$ cat src/rtl/cuckoo_timekeeper_if.sv
// Signal bundle between the timekeeper and its controller: time set/readout,
// the one-second strobe input and the cuckoo actuator outputs.
`timescale 1ns/1ps
interface cuckoo_timekeeper_if;
  logic       sigClk;
  logic       set_en;
  logic [4:0] set_hour;
  logic [5:0] set_min;
  logic [5:0] set_sec;
  logic       chime_en;
  logic [4:0] hour;
  logic [5:0] min;
  logic [5:0] sec;
  logic       set_err;
  logic       cuckoo;
  logic       busy;
  logic [3:0] strikes_left;

  modport master (
    output sigClk, set_en, set_hour, set_min, set_sec, chime_en,
    input  hour, min, sec, set_err, cuckoo, busy, strikes_left
  );

  modport slave (
    input  sigClk, set_en, set_hour, set_min, set_sec, chime_en,
    output hour, min, sec, set_err, cuckoo, busy, strikes_left
  );
endinterface

$ cat src/rtl/cuckoo_timekeeper.sv
// 24-hour time-of-day counter advanced by sigClk rising edges, with an hourly
// cuckoo strike sequencer (1..12 calls separated by gaps).
`timescale 1ns/1ps
module cuckoo_timekeeper #(
  parameter int CALL_CYC = 1250000,
  parameter int GAP_CYC  = 1250000
) (
  input  logic               sysclk,
  input  logic               rst_n,
  cuckoo_timekeeper_if.slave bus
);

  localparam int MAX_CYC = (CALL_CYC > GAP_CYC) ? CALL_CYC : GAP_CYC;
  localparam int CW      = $clog2(MAX_CYC + 1);
  localparam int TW      = (CW > 21) ? CW : 21;

  typedef enum logic [1:0] {
    IDLE = 2'd0,
    CALL = 2'd1,
    GAP  = 2'd2
  } state_t;

  logic          sig_q;
  logic [4:0]    hour_q, hour_d;
  logic [5:0]    min_q, min_d;
  logic [5:0]    sec_q, sec_d;
  logic          set_err_q;
  state_t        state_q;
  logic [TW-1:0] timer_q;
  logic [3:0]    strikes_q;
  logic          cuckoo_q;
  logic          busy_q;

  logic          tick;
  logic          set_ok;
  logic          trigger;
  logic [4:0]    next_hour;
  logic [4:0]    hour_mod;
  logic [3:0]    strike_cnt;

  assign tick   = bus.sigClk && !sig_q;
  assign set_ok = bus.set_en && (bus.set_hour <= 5'd23) &&
                  (bus.set_min <= 6'd59) && (bus.set_sec <= 6'd59);

  // A valid load wins over a coincident tick, so it can never cause a strike.
  assign trigger   = tick && !set_ok && (sec_q == 6'd59) && (min_q == 6'd59);
  assign next_hour = (hour_q == 5'd23) ? 5'd0 : hour_q + 5'd1;
  assign hour_mod  = (next_hour >= 5'd12) ? next_hour - 5'd12 : next_hour;
  assign strike_cnt = (hour_mod == 5'd0) ? 4'd12 : hour_mod[3:0];

  always_comb begin
    hour_d = hour_q;
    min_d  = min_q;
    sec_d  = sec_q;
    if (set_ok) begin
      hour_d = bus.set_hour;
      min_d  = bus.set_min;
      sec_d  = bus.set_sec;
    end else if (tick) begin
      if (sec_q == 6'd59) begin
        sec_d = 6'd0;
        if (min_q == 6'd59) begin
          min_d  = 6'd0;
          hour_d = next_hour;
        end else begin
          min_d = min_q + 6'd1;
        end
      end else begin
        sec_d = sec_q + 6'd1;
      end
    end
  end

  // sig_q follows sigClk even in reset so a high level at release is not a tick.
  always_ff @(posedge sysclk) begin
    sig_q <= bus.sigClk;
    if (!rst_n) begin
      hour_q    <= 5'd0;
      min_q     <= 6'd0;
      sec_q     <= 6'd0;
      set_err_q <= 1'b0;
    end else begin
      hour_q    <= hour_d;
      min_q     <= min_d;
      sec_q     <= sec_d;
      set_err_q <= bus.set_en && !set_ok;
    end
  end

  always_ff @(posedge sysclk) begin
    if (!rst_n || !bus.chime_en) begin
      state_q   <= IDLE;
      timer_q   <= '0;
      strikes_q <= 4'd0;
      cuckoo_q  <= 1'b0;
      busy_q    <= 1'b0;
    end else begin
      case (state_q)
        IDLE: begin
          if (trigger) begin
            state_q   <= CALL;
            timer_q   <= TW'(CALL_CYC);
            strikes_q <= strike_cnt;
            cuckoo_q  <= 1'b1;
            busy_q    <= 1'b1;
          end
        end
        CALL: begin
          if (timer_q <= TW'(1)) begin
            cuckoo_q <= 1'b0;
            if (strikes_q > 4'd1) begin
              state_q   <= GAP;
              timer_q   <= TW'(GAP_CYC);
              strikes_q <= strikes_q - 4'd1;
            end else begin
              state_q   <= IDLE;
              timer_q   <= '0;
              strikes_q <= 4'd0;
              busy_q    <= 1'b0;
            end
          end else begin
            timer_q <= timer_q - TW'(1);
          end
        end
        GAP: begin
          if (timer_q <= TW'(1)) begin
            state_q  <= CALL;
            timer_q  <= TW'(CALL_CYC);
            cuckoo_q <= 1'b1;
          end else begin
            timer_q <= timer_q - TW'(1);
          end
        end
        default: begin
          state_q   <= IDLE;
          timer_q   <= '0;
          strikes_q <= 4'd0;
          cuckoo_q  <= 1'b0;
          busy_q    <= 1'b0;
        end
      endcase
    end
  end

  assign bus.hour         = hour_q;
  assign bus.min          = min_q;
  assign bus.sec          = sec_q;
  assign bus.set_err      = set_err_q;
  assign bus.cuckoo       = cuckoo_q;
  assign bus.busy         = busy_q;
  assign bus.strikes_left = strikes_q;

endmodule

$ cat src/flat_wrapper.sv
// flat-port wrapper written by rule: the top's interface ports become plain ports
module cuckoo_timekeeper_flat 
#(
  parameter int CALL_CYC = 1250000,
  parameter int GAP_CYC  = 1250000
)
  (sysclk, rst_n, bus_sigClk, bus_set_en, bus_set_hour, bus_set_min, bus_set_sec, bus_chime_en, bus_hour, bus_min, bus_sec, bus_set_err, bus_cuckoo, bus_busy, bus_strikes_left);
  cuckoo_timekeeper_if bus_i ();
  input  logic sysclk;
  input  logic rst_n;
  input wire logic [$bits(bus_i.sigClk)-1:0] bus_sigClk;
  input wire logic [$bits(bus_i.set_en)-1:0] bus_set_en;
  input wire logic [$bits(bus_i.set_hour)-1:0] bus_set_hour;
  input wire logic [$bits(bus_i.set_min)-1:0] bus_set_min;
  input wire logic [$bits(bus_i.set_sec)-1:0] bus_set_sec;
  input wire logic [$bits(bus_i.chime_en)-1:0] bus_chime_en;
  output wire logic [$bits(bus_i.hour)-1:0] bus_hour;
  output wire logic [$bits(bus_i.min)-1:0] bus_min;
  output wire logic [$bits(bus_i.sec)-1:0] bus_sec;
  output wire logic [$bits(bus_i.set_err)-1:0] bus_set_err;
  output wire logic [$bits(bus_i.cuckoo)-1:0] bus_cuckoo;
  output wire logic [$bits(bus_i.busy)-1:0] bus_busy;
  output wire logic [$bits(bus_i.strikes_left)-1:0] bus_strikes_left;
  assign bus_i.sigClk = bus_sigClk;
  assign bus_i.set_en = bus_set_en;
  assign bus_i.set_hour = bus_set_hour;
  assign bus_i.set_min = bus_set_min;
  assign bus_i.set_sec = bus_set_sec;
  assign bus_i.chime_en = bus_chime_en;
  assign bus_hour = bus_i.hour;
  assign bus_min = bus_i.min;
  assign bus_sec = bus_i.sec;
  assign bus_set_err = bus_i.set_err;
  assign bus_cuckoo = bus_i.cuckoo;
  assign bus_busy = bus_i.busy;
  assign bus_strikes_left = bus_i.strikes_left;
  cuckoo_timekeeper #(.CALL_CYC(CALL_CYC), .GAP_CYC(GAP_CYC)) u_core (.sysclk(sysclk), .rst_n(rst_n), .bus(bus_i));
endmodule
$ cat config.mk
export PLATFORM = sky130hd
export DESIGN_NAME = cuckoo_timekeeper_flat
export DESIGN_NICKNAME = d
export VERILOG_FILES = /design/src/rtl/cuckoo_timekeeper_if.sv /design/src/rtl/cuckoo_timekeeper.sv /design/src/flat_wrapper.sv
export SDC_FILE = /design/constraint.sdc
export NUM_CORES = 1
export LEC_CHECK = 0
export ABC_AREA = 0
export ABC_CLOCK_PERIOD_IN_PS = 2200
export CAP_MARGIN = 30
export CORE_MARGIN = 2
export CORE_UTILIZATION = 30
export DETAILED_ROUTE_END_ITERATION = 8
export SYNTH_ARGS = -nofsm -noshare
export SYNTH_HDL_FRONTEND = slang
export SYNTH_SLANG_ARGS = --single-unit
$ cat constraint.sdc
create_clock -name sysclk -period 2.2 [get_ports sysclk]
set_clock_uncertainty 0.1 [all_clocks]
set_input_delay 0.44 -clock sysclk [delete_from_list [all_inputs] [get_ports sysclk]]
set_output_delay 0.44 -clock sysclk [all_outputs]
set_load 0.05 [all_outputs]
; ---- After elaboration in Yosys (flattened, before gate mapping)
; Cells that the tools add are included.
[op_classes]
n_addsub = 6
magnitude_cmp = 6
n_eq_ne = 9
n_mux = 35
bitwise_logic = 1
n_reduce_logical = 23
[op_table]
columns = operator, n
row1 = two-way mux 21 bit, 4
row2 = one-hot mux 21 bit (3 select lines), 1
row3 = two-way mux 6 bit, 7
row4 = two-way mux 5 bit, 6
row5 = less-or-equal comparator 21 x 1 -> 1 bit (second input constant), 1
row6 = subtractor 21 x 1 -> 21 bit (second input constant), 1
row7 = two-way mux 4 bit, 4
row8 = adder 6 x 1 -> 6 bit (second input constant), 2
row9 = == test 6 bit (second input constant), 2
row10 = less-or-equal comparator 6 bit (second input constant), 2
row11 = one-hot mux 4 bit (3 select lines), 1
row12 = AND reduction 3 bit, 3
row13 = logical AND 1 bit, 8
row14 = two-way mux 2 bit, 4
row15 = inequality test 2 x 1 -> 1 bit (second input constant), 3
row16 = one-hot mux 1 bit (3 select lines), 2
row17 = one-hot mux 2 bit (3 select lines), 1
row18 = nonzero test 2 bit, 3
row19 = adder 5 x 1 -> 5 bit (second input constant), 1
row20 = == test 5 bit (second input constant), 1
row21 = greater-or-equal comparator 5 x 4 -> 1 bit (second input constant), 1
row22 = less-or-equal comparator 5 bit (second input constant), 1
row23 = logical NOT 5 bit, 1
row24 = two-way mux 1 bit, 5
row25 = 12 further kinds, 15
[totals]
regBits = 48
out_inout_bits = 24
wordCells = 90

; ---- Logic depth before layout (Yosys ltp)
[depth]
depth_word = 10
ltp_mapped = 11
depth_no_buf = 10

; ---- Worst setup path before layout
; Ideal clock, no wire load.
[synth_path]
kind = register -> register
from = register u_core.hour_q[0], in the netlist u_core.bus.hour[0]
to = register u_core.strikes_q[3], in the netlist u_core.bus.strikes_left[3]
setup_ns = 0.086
arrival_ns = 2.677
required_ns = 2.014
path_slack_ns = -0.663
stages_incl_launch_ff = 11
path_cell_list = dfxtp_1 -> ha_1 -> clkbuf_1 -> a21oi_1 -> mux2_2 -> ha_1 -> inv_1 -> o211ai_1 -> mux2i_1 -> o22a_1 -> a221oi_2
[synth_between]
elab_chain_cells = 8
elab_cells_between_ends = 10
classes_between = add/sub: 2 / order compare: 1 / eq/ne: 1 / mux: 5 / reduce/logical: 1
[synth_rtl]
columns = element, line
row1 = "start, declared", cuckoo_timekeeper.sv:24  ; logic [4:0] hour_q, hour_d;
row2 = "start signal, assigned", cuckoo_timekeeper.sv:83  ; hour_q <= hour_d;
row3 = adder 5 x 1 -> 5 bit or == test 5 bit (tied branches), cuckoo_timekeeper.sv:47  ; assign next_hour = (hour_q == 5'd23) ? 5'd0 : hour_q + 5'd1;
row4 = two-way mux 5 bit (*), cuckoo_timekeeper.sv:47
row5 = subtractor 5 x 4 -> 5 bit or greater-or-equal comparator 5 x 4 -> 1 bit (tied branches), cuckoo_timekeeper.sv:48  ; assign hour_mod = (next_hour >= 5'd12) ? next_hour - 5'd12 : next_hour;
row6 = two-way mux 5 bit (*), cuckoo_timekeeper.sv:48
row7 = logical NOT 5 bit, cuckoo_timekeeper.sv:49  ; assign strike_cnt = (hour_mod == 5'd0) ? 4'd12 : hour_mod[3:0];
row8 = two-way mux 4 bit (*), cuckoo_timekeeper.sv:49
row9 = two-way mux 4 bit (*), cuckoo_timekeeper.sv:100  ; if (trigger) begin
row10 = one-hot mux 4 bit (3 select lines) (*), cuckoo_timekeeper.sv:98  ; case (state_q)
row11 = "end signal, assigned", cuckoo_timekeeper.sv:103  ; strikes_q <= strike_cnt;
row12 = "end signal, assigned", cuckoo_timekeeper.sv:114  ; strikes_q <= strikes_q - 4'd1;
row13 = "end, declared", cuckoo_timekeeper.sv:30  ; logic [3:0] strikes_q;
; Every way passes the cells marked *; elsewhere a longest branch is shown, timed or not. The select of a mux whose other input is x is not followed.
; A chain may end at the register's enable or synchronous reset.

; ---- Worst setup path after layout
[layout_path]
from = register u_core.sec_q[3], in the netlist u_core.bus.sec[3]
to = output port bus_sec[3]
[layout_rtl]
columns = element, line
row1 = "start, declared", cuckoo_timekeeper.sv:26  ; logic [5:0] sec_q, sec_d;
row2 = "start signal, assigned", cuckoo_timekeeper.sv:80  ; sec_q <= 6'd0;
row3 = "start signal, assigned", cuckoo_timekeeper.sv:85  ; sec_q <= sec_d;
row4 = "end, declared", flat_wrapper.sv:19  ; output wire logic [$bits(bus_i.sec)-1:0] bus_sec;
; No word-level cell between the ends.

==> flow_metrics.py <==
metrics = {
    "timing": {
        "layout_min_cycle_time_ns": 2.13,
        "hold_viol": 0,
        "setup_ws_ns": 0.0737,
        "slew_headroom_pct": 65.6,
        "fin_crit_sh_pct": 96.6,
        "max_freq_ghz": 0.470,
        "fin_hold_ws_ns": 0.388,
        "setup_viol": 0,
        "worstMarginPinSlew_ns": 0.514,
        "maxSlewViolCount": 0,
        "tns_ns": 0,
    },
    "placement": {
        "port_buffers": 45,
        "gp_congestion": 0.851,
        "dp_hpwl_um": 6310,
        "pre_cts_slack_ns": -0.403,
        "dpl.cell_count": 585,
    },
    "detailed_routing": {
        "viasPerCell": 5.03,
        "drt_first_iter_violations": 140,
        "ant_nets": 0,
        "drc": 0,
        "firstDrtPassIters": 4,
        "routed-via-count": 3004,
        "wl_per_cell_um": 13.8,
        "wl_um": 8230,
    },
    "die": {
        "io_pins": 46,
        "core-area_um2": 9730,
        "die_h_um": 104,
        "die_area_um2": 10800,
        "num_rows": 36,
        "start_util_pct": 30.7,
        "die_w_um": 104,
    },
    "clock_network": {
        "clk_pin_slew_ns": 0.09,
        "clkLatencyLatePin_ns": 0.30,
        "cts.path.max_buffers": 2,
        "htree_levels": 2,
        "cts_root_buffer": "clkbuf_8",
        "clkSinkCount": 48,
        "cts_tree": "yes",
        "cts_buffers": 5,
    },
    "setup_path": {
        "crit_fanout": 6,
        "crit_path_start_kind": "flip-flop",
        "reg2reg_from": "u_core.bus.sec[0]",
        "worst-endpoint-arrival_ns": 1.59,
        "slowest_stage": "clkdlybuf4s50_1",
        "critical_path.max_stage_delay_ns": 0.85,
        "end_kind": "output port",
        "setup.worst_path.start": "u_core.bus.sec[3]",
        "crit_chain": "clkdlybuf4s50_1",
        "cp_top_family": "buffers and inverters",
        "cp_num_buf_inv": 1,
        "critPathKind": "flip-flop to output port",
        "worstPathRequired_ns": 1.66,
    },
    "finish": {
        "drive_gt1_share_pct": 28.4,
        "final_cells": 597,
        "n_antenna_cell": 0,
        "nNetsFinal": 493,
        "syn2layout_area_growth_pct": 42.7,
        "fillers": 1006,
    },
    "synthesis": {
        "syn-instance-count": 359,
        "synth_commonest_cells": "dfxtp_1, nor2_1, nand2_1",
        "synth_area_leaders": "dfxtp_1, nor2_1, a21oi_1",
        "synth_cell_types": 69,
        "yosysMostFrequentCell": "dfxtp_1",
        "yosysTopAreaCell": "dfxtp_1",
        "ys.flop_type": "dfxtp_1",
        "syn_avg_cell_area_um2": 8.33,
        "synth-edff-count": 0,
        "synth_top_area_share_pct": 32.1,
        "postSynth.asyncResetShare_pct": 0,
        "yosys_register_bits": 48,
        "synth_nets": 389,
        "syn-cell-area_um2": 2990,
        "yosys_warnings": 0,
        "synth-seq-area-share_pct": 32.1,
    },
    "grt": {
        "grt_pass1_wl_um": 14100,
        "grt_pass1_vias": 3100,
        "overflow": 0,
        "grt_max_degree": 16,
        "antenna_found_initial": 0,
        "grt_util_all_layers_pct": 15.6,
    },
    "power": {
        "power.leakage_nw": 1.72,
        "power_density_nw_per_um2": 448,
        "vdd_drop_max_uv": 282,
    },
    "min_path": {
        "min_from": "bus_sigClk",
        "hp-class": "input pin to flip-flop",
    },
    "status": {
        "status": "finished, final reports clean",
    },
    "run": {
        "cap_viol_max_count": 0,
    },
}
==> worst paths after layout <==
path,slack [ns],end,cells after the start
worst max register to register,0.08,u_core.timer_q[19],8
worst max-delay path,0.07,bus_sec[3],1
worst min register to register,0.39,u_core.bus.busy,2
worst min-delay path,0.39,u_core.sig_q,1
==> per-stage QoR <==
| stage | util, % | total power, mW | instance area [µm²] |
|---|---|---|---|
| 2_1_floorplan | - | 1.19 | 3090 |
| 3_3_place_gp | 42.0 | 1.36 | 4090 |
| 3_5_place_dp | 42.0 | 1.37 | 4090 |
| 4_1_cts | 43.1 | 1.93 | 4190 |
| 5_1_grt | 43.8 | 2.02 | 4260 |
| 6_report | 43.8 | 1.91 | 4260 |
==> where the power goes <==
group / internal [mW] / total, mW / switching (mW)
Clock: 0.256 / 0.558 / 0.302
Combinational: 0.187 / 0.413 / 0.226
Sequential: 0.898 / 0.940 / 0.0421
Total: 1.34 / 1.91 / 0.571
==> cells by family after synthesis <==
| kind of cell | after synthesis | synth area share (%) |
|---|---|---|
| xor gates and xnor gates | 21 | 6.15 |
| buffers and inverters | 28 | 4.35 |
| muxes | 6 | 2.05 |
| adders and majority gates | 8 | 3.35 |
| and+or+nand+nor | 157 | 29.5 |
| DFF | 48 | 32.1 |
| AOI/OAI and AO/OA | 91 | 22.5 |
==> registers in the layout (all words and copies together), names as in the netlist <==
register	flops
u_core.bus.min	6
u_core.timer_q	21
u_core.bus.busy	1
u_core.bus.cuckoo	1
u_core.bus.set_err	1
u_core.bus.hour	5
u_core.bus.sec	6
u_core.bus.strikes_left	4
u_core.sig_q	1
u_core.state_q	2
==> metal layers <==
layer | GRT usage (%) | wire length (µm) | up-vias
li1 | - | - | 1535
met1 | 20.8 | 3970 | 1398
met2 | 26.1 | 3830 | 66
met3 | 2.83 | 349 | 5
met4 | 3.67 | 85 | 0
met5 | 0 | 0 | -
==> final cells by class <==
| class | count | area, µm² | share of cell area [%] |
|---|---|---|---|
| Timing Repair Buffer | 111 | 958 | 22.5 |
| Sequential cell | 48 | 997 | 23.4 |
| Clock inverter | 1 | 7.51 | 0.176 |
| Tap cell | 133 | 166 | 3.90 |
| Inverter | 14 | 55.1 | 1.29 |
| Multi-Input combinational cell | 283 | 1990 | 46.7 |
| Clock buffer | 7 | 86.3 | 2.02 |
==> worst reg2reg max path: stages (launching register included) <==
cell	delay [ns]
dfxtp_4	0.39
ha_4	0.16
nand3b_4	0.10
or4_4	0.58
o21ai_4	0.25
buf_4	0.17
nand3_4	0.07
xor2_2	0.16
nor2_2	0.08
==> cell usage in the layout, fill, tap and decap left out, types with 3 or more instances in the layout <==
cell type,synthesis,routed
a31oi_1,5,5
o211ai_1,6,6
nor2_2,3,3
a211oi_1,6,6
nand3_1,16,16
nor3_1,15,14
ha_4,0,3
inv_1,12,11
dfxtp_4,0,6
dfxtp_2,0,11
dfxtp_1,48,31
nor2_1,47,47
or3_1,6,6
nand2_1,27,27
xnor2_1,9,9
clkbuf_8,0,6
ha_1,8,5
nor4_1,7,6
xor2_1,12,10
nand4_1,5,5
clkdlybuf4s50_1,0,43
a21boi_0,5,5
o22ai_1,3,3
a21oi_1,21,20
a21oi_2,2,3
buf_4,0,65
mux2i_1,5,5
o211a_1,7,7
nor3b_1,3,3
o21ai_0,10,10
==> timing repair <==
action,CTS,global route
resized for setup,1,11
hold buffers,0,0
buffers inserted,1,3
pin swaps,1,3
setup endpoints to repair,6,21
Note: power is estimated with default switching activity, not from simulation.
